--- src/rtl/commit_trace_collector_if.sv ---
//============================================================================
// Module      : commit_trace_collector_if
// Description : Commit-event inputs and trace-stream outputs of the collector.
// Revision    : 1.0 - initial release
//============================================================================
`default_nettype none

interface commit_trace_collector_if #(
  parameter int AW = 4
);
  logic          grf_we;
  logic [31:0]   grf_pc;
  logic [4:0]    grf_addr;
  logic [31:0]   grf_wdata;
  logic          dm_we;
  logic [31:0]   dm_pc;
  logic [31:0]   dm_addr;
  logic [31:0]   dm_wdata;
  logic          out_valid;
  logic          out_ready;
  logic          out_type;
  logic [31:0]   out_pc;
  logic [31:0]   out_addr;
  logic [31:0]   out_data;
  logic          overflow;
  logic [15:0]   drop_cnt;
  logic [AW:0]   level;

  // Core side plus trace consumer
  modport master (
    output grf_we, grf_pc, grf_addr, grf_wdata,
    output dm_we, dm_pc, dm_addr, dm_wdata,
    output out_ready,
    input  out_valid, out_type, out_pc, out_addr, out_data,
    input  overflow, drop_cnt, level
  );

  // Collector side
  modport slave (
    input  grf_we, grf_pc, grf_addr, grf_wdata,
    input  dm_we, dm_pc, dm_addr, dm_wdata,
    input  out_ready,
    output out_valid, out_type, out_pc, out_addr, out_data,
    output overflow, drop_cnt, level
  );
endinterface

`default_nettype wire

--- src/rtl/commit_trace_collector.sv ---
//============================================================================
// Module      : commit_trace_collector
// Description : Captures GRF writes and DM stores into a 2-write/1-read FWFT
//               FIFO and drains them as a valid/ready trace stream.
// Revision    : 1.0 - initial release
//============================================================================
`default_nettype none

module commit_trace_collector #(
  parameter int DEPTH = 16,
  parameter int AW    = 4
) (
  input  wire                      clk,
  input  wire                      reset,
  commit_trace_collector_if.slave  bus
);

  localparam logic [AW+1:0] c_depth = (AW+2)'(DEPTH);

  logic [96:0]   r_mem [DEPTH];
  logic [AW-1:0] r_wptr;
  logic [AW-1:0] r_rptr;
  logic [AW:0]   r_level;
  logic [96:0]   r_head;
  logic          r_overflow;
  logic [15:0]   r_drop_cnt;

  logic          w_grf_v;
  logic          w_dm_v;
  logic          w_pop;
  logic [AW+1:0] w_free;
  logic [1:0]    w_need;
  logic [1:0]    w_n_push;
  logic [1:0]    w_drops;
  logic [96:0]   w_grf_entry;
  logic [96:0]   w_dm_entry;
  logic [96:0]   w_e0;
  logic [AW-1:0] w_wptr_p1;
  logic [AW-1:0] w_rptr_n;
  logic [AW:0]   w_level_n;
  logic [96:0]   w_head_n;
  logic [16:0]   w_drop_sum;

  always_comb begin
    w_grf_v     = bus.grf_we && (bus.grf_addr != 5'd0);
    w_dm_v      = bus.dm_we;
    w_pop       = (r_level != '0) && bus.out_ready;
    w_free      = c_depth - {1'b0, r_level} + (AW+2)'(w_pop);
    w_need      = {1'b0, w_grf_v} + {1'b0, w_dm_v};
    w_n_push    = w_need;
    if (w_free < (AW+2)'(w_need)) begin
      // Only reachable with free<=1, so the low bits are the exact count
      w_n_push = w_free[1:0];
    end
    w_drops     = w_need - w_n_push;
    w_grf_entry = {1'b0, bus.grf_pc, {27'd0, bus.grf_addr}, bus.grf_wdata};
    w_dm_entry  = {1'b1, bus.dm_pc, bus.dm_addr, bus.dm_wdata};
    // The older W-stage event always takes the first slot
    w_e0        = w_grf_v ? w_grf_entry : w_dm_entry;
    w_wptr_p1   = r_wptr + 1'b1;
    w_rptr_n    = r_rptr + AW'(w_pop);
    w_level_n   = r_level + (AW+1)'(w_n_push) - (AW+1)'(w_pop);
    w_drop_sum  = {1'b0, r_drop_cnt} + 17'(w_drops);

    // Next head must bypass the RAM when it is being written this edge
    w_head_n = r_mem[w_rptr_n];
    if (w_n_push != 2'd0 && w_rptr_n == r_wptr) begin
      w_head_n = w_e0;
    end else if (w_n_push == 2'd2 && w_rptr_n == w_wptr_p1) begin
      w_head_n = w_dm_entry;
    end
  end

  always_ff @(posedge clk) begin
    if (w_n_push != 2'd0) begin
      r_mem[r_wptr] <= w_e0;
    end
    if (w_n_push == 2'd2) begin
      r_mem[w_wptr_p1] <= w_dm_entry;
    end
  end

  always_ff @(posedge clk) begin
    if (!reset) begin
      r_wptr     <= '0;
      r_rptr     <= '0;
      r_level    <= '0;
      r_head     <= '0;
      r_overflow <= 1'b0;
      r_drop_cnt <= '0;
    end else begin
      r_wptr  <= r_wptr + AW'(w_n_push);
      r_rptr  <= w_rptr_n;
      r_level <= w_level_n;
      if (w_level_n != '0) begin
        r_head <= w_head_n;
      end
      if (w_drops != 2'd0) begin
        r_overflow <= 1'b1;
        r_drop_cnt <= w_drop_sum[16] ? 16'hFFFF : w_drop_sum[15:0];
      end
    end
  end

  assign bus.out_valid = (r_level != '0);
  assign bus.out_type  = r_head[96];
  assign bus.out_pc    = r_head[95:64];
  assign bus.out_addr  = r_head[63:32];
  assign bus.out_data  = r_head[31:0];
  assign bus.overflow  = r_overflow;
  assign bus.drop_cnt  = r_drop_cnt;
  assign bus.level     = r_level;

endmodule

`default_nettype wire

--- src/flat_wrapper.sv ---
// flat-port wrapper written by rule: the top's interface ports become plain ports
module commit_trace_collector_flat 
#(
  parameter int DEPTH = 16,
  parameter int AW    = 4
)
  (clk, reset, bus_grf_we, bus_grf_pc, bus_grf_addr, bus_grf_wdata, bus_dm_we, bus_dm_pc, bus_dm_addr, bus_dm_wdata, bus_out_ready, bus_out_valid, bus_out_type, bus_out_pc, bus_out_addr, bus_out_data, bus_overflow, bus_drop_cnt, bus_level);
  commit_trace_collector_if #(.AW(AW)) bus_i ();
  input  wire clk;
  input  wire reset;
  input wire logic [$bits(bus_i.grf_we)-1:0] bus_grf_we;
  input wire logic [$bits(bus_i.grf_pc)-1:0] bus_grf_pc;
  input wire logic [$bits(bus_i.grf_addr)-1:0] bus_grf_addr;
  input wire logic [$bits(bus_i.grf_wdata)-1:0] bus_grf_wdata;
  input wire logic [$bits(bus_i.dm_we)-1:0] bus_dm_we;
  input wire logic [$bits(bus_i.dm_pc)-1:0] bus_dm_pc;
  input wire logic [$bits(bus_i.dm_addr)-1:0] bus_dm_addr;
  input wire logic [$bits(bus_i.dm_wdata)-1:0] bus_dm_wdata;
  input wire logic [$bits(bus_i.out_ready)-1:0] bus_out_ready;
  output wire logic [$bits(bus_i.out_valid)-1:0] bus_out_valid;
  output wire logic [$bits(bus_i.out_type)-1:0] bus_out_type;
  output wire logic [$bits(bus_i.out_pc)-1:0] bus_out_pc;
  output wire logic [$bits(bus_i.out_addr)-1:0] bus_out_addr;
  output wire logic [$bits(bus_i.out_data)-1:0] bus_out_data;
  output wire logic [$bits(bus_i.overflow)-1:0] bus_overflow;
  output wire logic [$bits(bus_i.drop_cnt)-1:0] bus_drop_cnt;
  output wire logic [$bits(bus_i.level)-1:0] bus_level;
  assign bus_i.grf_we = bus_grf_we;
  assign bus_i.grf_pc = bus_grf_pc;
  assign bus_i.grf_addr = bus_grf_addr;
  assign bus_i.grf_wdata = bus_grf_wdata;
  assign bus_i.dm_we = bus_dm_we;
  assign bus_i.dm_pc = bus_dm_pc;
  assign bus_i.dm_addr = bus_dm_addr;
  assign bus_i.dm_wdata = bus_dm_wdata;
  assign bus_i.out_ready = bus_out_ready;
  assign bus_out_valid = bus_i.out_valid;
  assign bus_out_type = bus_i.out_type;
  assign bus_out_pc = bus_i.out_pc;
  assign bus_out_addr = bus_i.out_addr;
  assign bus_out_data = bus_i.out_data;
  assign bus_overflow = bus_i.overflow;
  assign bus_drop_cnt = bus_i.drop_cnt;
  assign bus_level = bus_i.level;
  commit_trace_collector #(.DEPTH(DEPTH), .AW(AW)) u_core (.clk(clk), .reset(reset), .bus(bus_i));
endmodule
--- config.mk ---
export PLATFORM = sky130hd
export DESIGN_NAME = commit_trace_collector_flat
export DESIGN_NICKNAME = d
export VERILOG_FILES = /design/src/rtl/commit_trace_collector_if.sv /design/src/rtl/commit_trace_collector.sv /design/src/flat_wrapper.sv
export SDC_FILE = /design/constraint.sdc
export NUM_CORES = 2
export LEC_CHECK = 0
export CORE_UTILIZATION = 40
export CTS_BUF_LIST = sky130_fd_sc_hd__clkbuf_8
export DETAILED_ROUTE_END_ITERATION = 16
export GPL_ROUTABILITY_DRIVEN = 0
export PLACE_DENSITY_LB_ADDON = 0.1
export SYNTH_ARGS = -nofsm -noshare
export SYNTH_HDL_FRONTEND = slang
export SYNTH_SLANG_ARGS = --single-unit
export TNS_END_PERCENT = 5
--- constraint.sdc ---
create_clock -name clk -period 9.7 [get_ports clk]
set_input_delay 2.425 -clock clk [delete_from_list [all_inputs] [get_ports clk]]
set_output_delay 2.425 -clock clk [all_outputs]
set_load 0.02 [all_outputs]
==> PnR_summary.wiki <==
{| class="wikitable"
! Metric !! Value
|-
| Area enclosed by the die boundary || roughly 0.21 mm²
|-
| Synth Warn # || 0
|-
| Filler cell count in the final layout || 18410
|-
| Post-Route Hold Slack || 441.5 ps
|-
| Max_cap viols || 0
|-
| Gate count after technology mapping || approximately 6400
|-
| Fraction of the cycle the final worst path needs || 0.7900
|-
| Yosys reg bits || around 1700
|-
| Worst slew pin tran || 1261 ps
|-
| Proportion of layout cells with a drive suffix above 1 || 0.1792
|-
| Net switching power || roughly 9.2 mW
|-
| Sinks on Clock Net || roughly 1700
|-
| Rel. slew slack || 0.1579
|-
| Sequential fraction of design power || 0.372
|-
| Pin count of the biggest net entering global routing || roughly 140
|-
| Crit path arrival time || ~8600 ps
|-
| Worst Setup Start Kind || primary input
|-
| Summed negative setup slack over all endpoints || 0 ps
|-
| CTS clk-pin slew, worst paths || roughly 60 ps
|-
| Post-synth ARST share || 0
|-
| DRC violations left || 0
|-
| Power after layout || approximately 25 mW
|-
| Number of nets at the end of the flow || approximately 6600
|-
| Relative area change from synthesis to final layout || 13.90%
|-
| DR WL/cell || about 34 µm
|-
| Core area || 0.2071 mm²
|-
| Number of DRC violations after detailed-routing iteration 0 || ~8300
|-
| Type of destination of the critical path || flop
|-
| Leak || roughly 30 nW
|-
| Antenna-violating nets left || 0
|-
| Global-route total usage across every layer || 0.3004
|-
| Critical path data required time || between 10000 and 15000 ps
|-
| Antenna violations before repair || 15
|-
| Clock H-tree levels || 5
|-
| Clock skew || 71.10 ps
|-
| Net count after synthesis || about 6600
|-
| Crit path kind || in2reg
|-
| Post-cts resize count || 0
|-
| I/O Buffers || 289
|-
| Largest driver fanout on the critical path || 49
|-
| Pins over their slew limit || 0
|-
| RSZ-0062 raised after global routing || no
|-
| Total standard cell area after synthesis || ~0.083 mm²
|-
| Clock buffers created by TritonCTS || approximately 320
|-
| Total vias in the final route || roughly 60000
|-
| Number of buffers on the longest clock path || 4
|-
| Fmax || about 130 MHz
|-
| Clock insertion delay at the later pin of the skew report || roughly 1100 ps
|-
| Hold violation count in the final report || 0
|-
| Synthesized area divided by synthesized cell count || between 10 and 15 µm²
|-
| Top FF cell, synth || sky130_fd_sc_hd__edfxtp_1
|-
| Buffer cell driving the clock tree root || sky130_fd_sc_hd__clkbuf_8
|-
| Total length of routed wires || roughly 320 mm
|-
| Distinct cell type count after synthesis || 60
|-
| Effective utilization at floorplan || 0.4026
|-
| Routed vias/inst || roughly 6.3
|-
| CTS tree || built
|-
| Min Tclk post-route || ~7700 ps
|-
| First-pass iteration count of the detailed router || 6
|-
| Hold-fix buffers at CTS || 0
|-
| Highest ir drop seen on vdd || roughly 0.34 mV
|-
| Internal Dissipation || 16.20 mW
|-
| Total I/O pin count || 290
|-
| Post CTS Setup Buffer Count || 0
|-
| Hold Path Class || reg2reg
|-
| Clk pwr share || 0.255
|-
| Die height || 458.5 µm
|-
| Count of flip-flops with a built-in enable after synthesis || approximately 1500
|-
| Outcome || finished, final reports clean
|-
| Vias in the first global route || 58291
|-
| # setup viols final || 0
|-
| GRT Residual Overflow || 0
|-
| Part of the Yosys area used for sequential elements || 0.5877
|-
| Half-perimeter wire length after placement || around 160 mm
|-
| First-pass GRT wire length || about 450 mm
|-
| Overall die width || between 400 and 500 µm
|-
| Ratio of total power to cell area || around 270 mW/mm²
|-
| Sw Share || 0.3617
|-
| Combinational share of power || 0.372
|-
| Site row count || roughly 170
|}
area by class of cell:
class	count	area, µm²	share of cell area
Inverter	23	86.33	0.0009093
Clock inverter	197	835.8	0.008803
Tap cell	2788	3488	0.03674
Sequential cell	1679	48990	0.5160
Antenna cell	13	32.53	0.0003426
Clock buffer	352	4845	0.05103
Multi-Input combinational cell	3867	31620	0.3330
Timing Repair Buffer	511	5049	0.05317
path summary, 6_finish.rpt:
path	start	slack [ps]	endpoint	cells after the start
worst max-delay path	bus_grf_addr[0]	2040	u_core.r_head[31]	21
worst min-delay path	u_core.bus.overflow	440	u_core.bus.overflow	2
worst max register to register	u_core.bus.level[2]	3020	u_core.r_head[31]	23
worst min register to register	u_core.bus.overflow	440	u_core.bus.overflow	2
power groups by stage:
| stage | Clock, mW | Combinational, mW | Sequential [mW] |
|---|---|---|---|
| 3_5_place_dp | 0 | 9.40 | 9.58 |
| 6_report | 6.48 | 9.45 | 9.45 |
| 5_1_grt | 6.87 | 9.88 | 9.51 |
| 4_1_cts | 6.57 | 9.42 | 9.44 |
| 2_1_floorplan | 0 | 5.82 | 9.67 |
| 3_3_place_gp | 0 | 9.34 | 9.56 |
routing by layer:
layer	track usage	part of all wire	vias to the layer above
met5	0	0.000028	-
met2	0.4687	0.46	3617
met1	0.4196	0.41	30621
li1	-	-	24742
met3	0.05467	0.096	664
met4	0.1075	0.036	2
stage by stage:
stage	std cells	utilization	cell area (µm²)	worst slack, ps
global placement	8868	0.4309	89230	1019
floorplan	6389	-	83360	1122
CTS	9417	0.4584	94910	2082
finish	9430	0.4585	94940	2037
detailed placement	8868	0.4309	89230	982.6
global route	9424	0.4584	94930	1865
placed cells by master, fill, tap and decap left out, types with 11 or more instances in the layout:
cell type                         count
sky130_fd_sc_hd__mux2i_1             53
sky130_fd_sc_hd__a221o_1             77
sky130_fd_sc_hd__nor2_1              44
sky130_fd_sc_hd__o2111a_4            16
sky130_fd_sc_hd__nand2_1           1113
sky130_fd_sc_hd__a31oi_1             32
sky130_fd_sc_hd__clkinv_2            24
sky130_fd_sc_hd__ha_1                22
sky130_fd_sc_hd__inv_1              148
sky130_fd_sc_hd__clkbuf_8           352
sky130_fd_sc_hd__clkdlybuf4s50_1    288
sky130_fd_sc_hd__clkinv_1            36
sky130_fd_sc_hd__edfxtp_1          1536
sky130_fd_sc_hd__xnor2_1             17
sky130_fd_sc_hd__and2_1             335
sky130_fd_sc_hd__buf_4              183
sky130_fd_sc_hd__nor2b_1            113
sky130_fd_sc_hd__a21oi_1             11
sky130_fd_sc_hd__o211ai_1            32
sky130_fd_sc_hd__o21ai_0            344
sky130_fd_sc_hd__diode_2             13
sky130_fd_sc_hd__and3_1              72
sky130_fd_sc_hd__nand2b_4            13
sky130_fd_sc_hd__nand4_1             39
sky130_fd_sc_hd__dfxtp_1            143
sky130_fd_sc_hd__mux2i_2             18
sky130_fd_sc_hd__o31ai_1            898
sky130_fd_sc_hd__buf_12              39
sky130_fd_sc_hd__mux4_2             484
flip-flops by register name (all words and copies together), names as in the netlist:
signal	flops
u_core.r_wptr	4
u_core.bus.level	5
u_core.r_rptr	4
u_core.r_mem	1552
u_core.bus.drop_cnt	16
u_core.bus.overflow	1
u_core.r_head	97
synthesized netlist by cell type, types with 71 or more instances:
| cell | number | share of area |
|---|---|---|
| sky130_fd_sc_hd__edfxtp_1 | 1536 | 0.55 |
| sky130_fd_sc_hd__mux2i_1 | 71 | 0.0085 |
| sky130_fd_sc_hd__dfxtp_1 | 143 | 0.034 |
| sky130_fd_sc_hd__and3_1 | 72 | 0.0054 |
| sky130_fd_sc_hd__nand2_1 | 1116 | 0.050 |
| sky130_fd_sc_hd__o31ai_1 | 898 | 0.081 |
| sky130_fd_sc_hd__o21ai_0 | 345 | 0.021 |
| sky130_fd_sc_hd__clkbuf_1 | 581 | 0.026 |
| sky130_fd_sc_hd__and2_1 | 335 | 0.025 |
| sky130_fd_sc_hd__nor2b_1 | 113 | 0.0085 |
| sky130_fd_sc_hd__mux4_2 | 484 | 0.13 |
| sky130_fd_sc_hd__a221o_1 | 77 | 0.0092 |
| sky130_fd_sc_hd__buf_2 | 204 | 0.012 |
critical path, stage by stage:
cell	delay (ps)
sky130_fd_sc_hd__clkdlybuf4s50_1	510
sky130_fd_sc_hd__or4_1	610
sky130_fd_sc_hd__o21ai_4	250
sky130_fd_sc_hd__inv_2	120
sky130_fd_sc_hd__ha_1	260
sky130_fd_sc_hd__inv_1	100
sky130_fd_sc_hd__ha_1	270
sky130_fd_sc_hd__a21bo_2	210
sky130_fd_sc_hd__nand4_1	160
sky130_fd_sc_hd__nand2_1	130
sky130_fd_sc_hd__o21ai_0	200
sky130_fd_sc_hd__ha_1	310
sky130_fd_sc_hd__fa_1	460
sky130_fd_sc_hd__a21oi_1	150
sky130_fd_sc_hd__o21bai_1	90
sky130_fd_sc_hd__xor2_1	270
sky130_fd_sc_hd__o31ai_1	130
sky130_fd_sc_hd__buf_4	200
sky130_fd_sc_hd__nor2_4	620
sky130_fd_sc_hd__buf_4	680
sky130_fd_sc_hd__a221o_1	270
cell families (layout without fill, tap and decap cells):
family	after synthesis	count (layout)	synth area share
AND/OR/NAND/NOR	1778	1778	0.09863
AO/OA/AOI/OAI	1480	1480	0.1260
adder cells (fa/ha/maj)	27	27	0.004323
other	0	13	0
flip-flops	1679	1679	0.5877
buffers and inverters	843	1083	0.04123
XOR/XNOR	27	27	0.002837
multiplexers	555	555	0.1393
(Power assumes the default switching activity.)
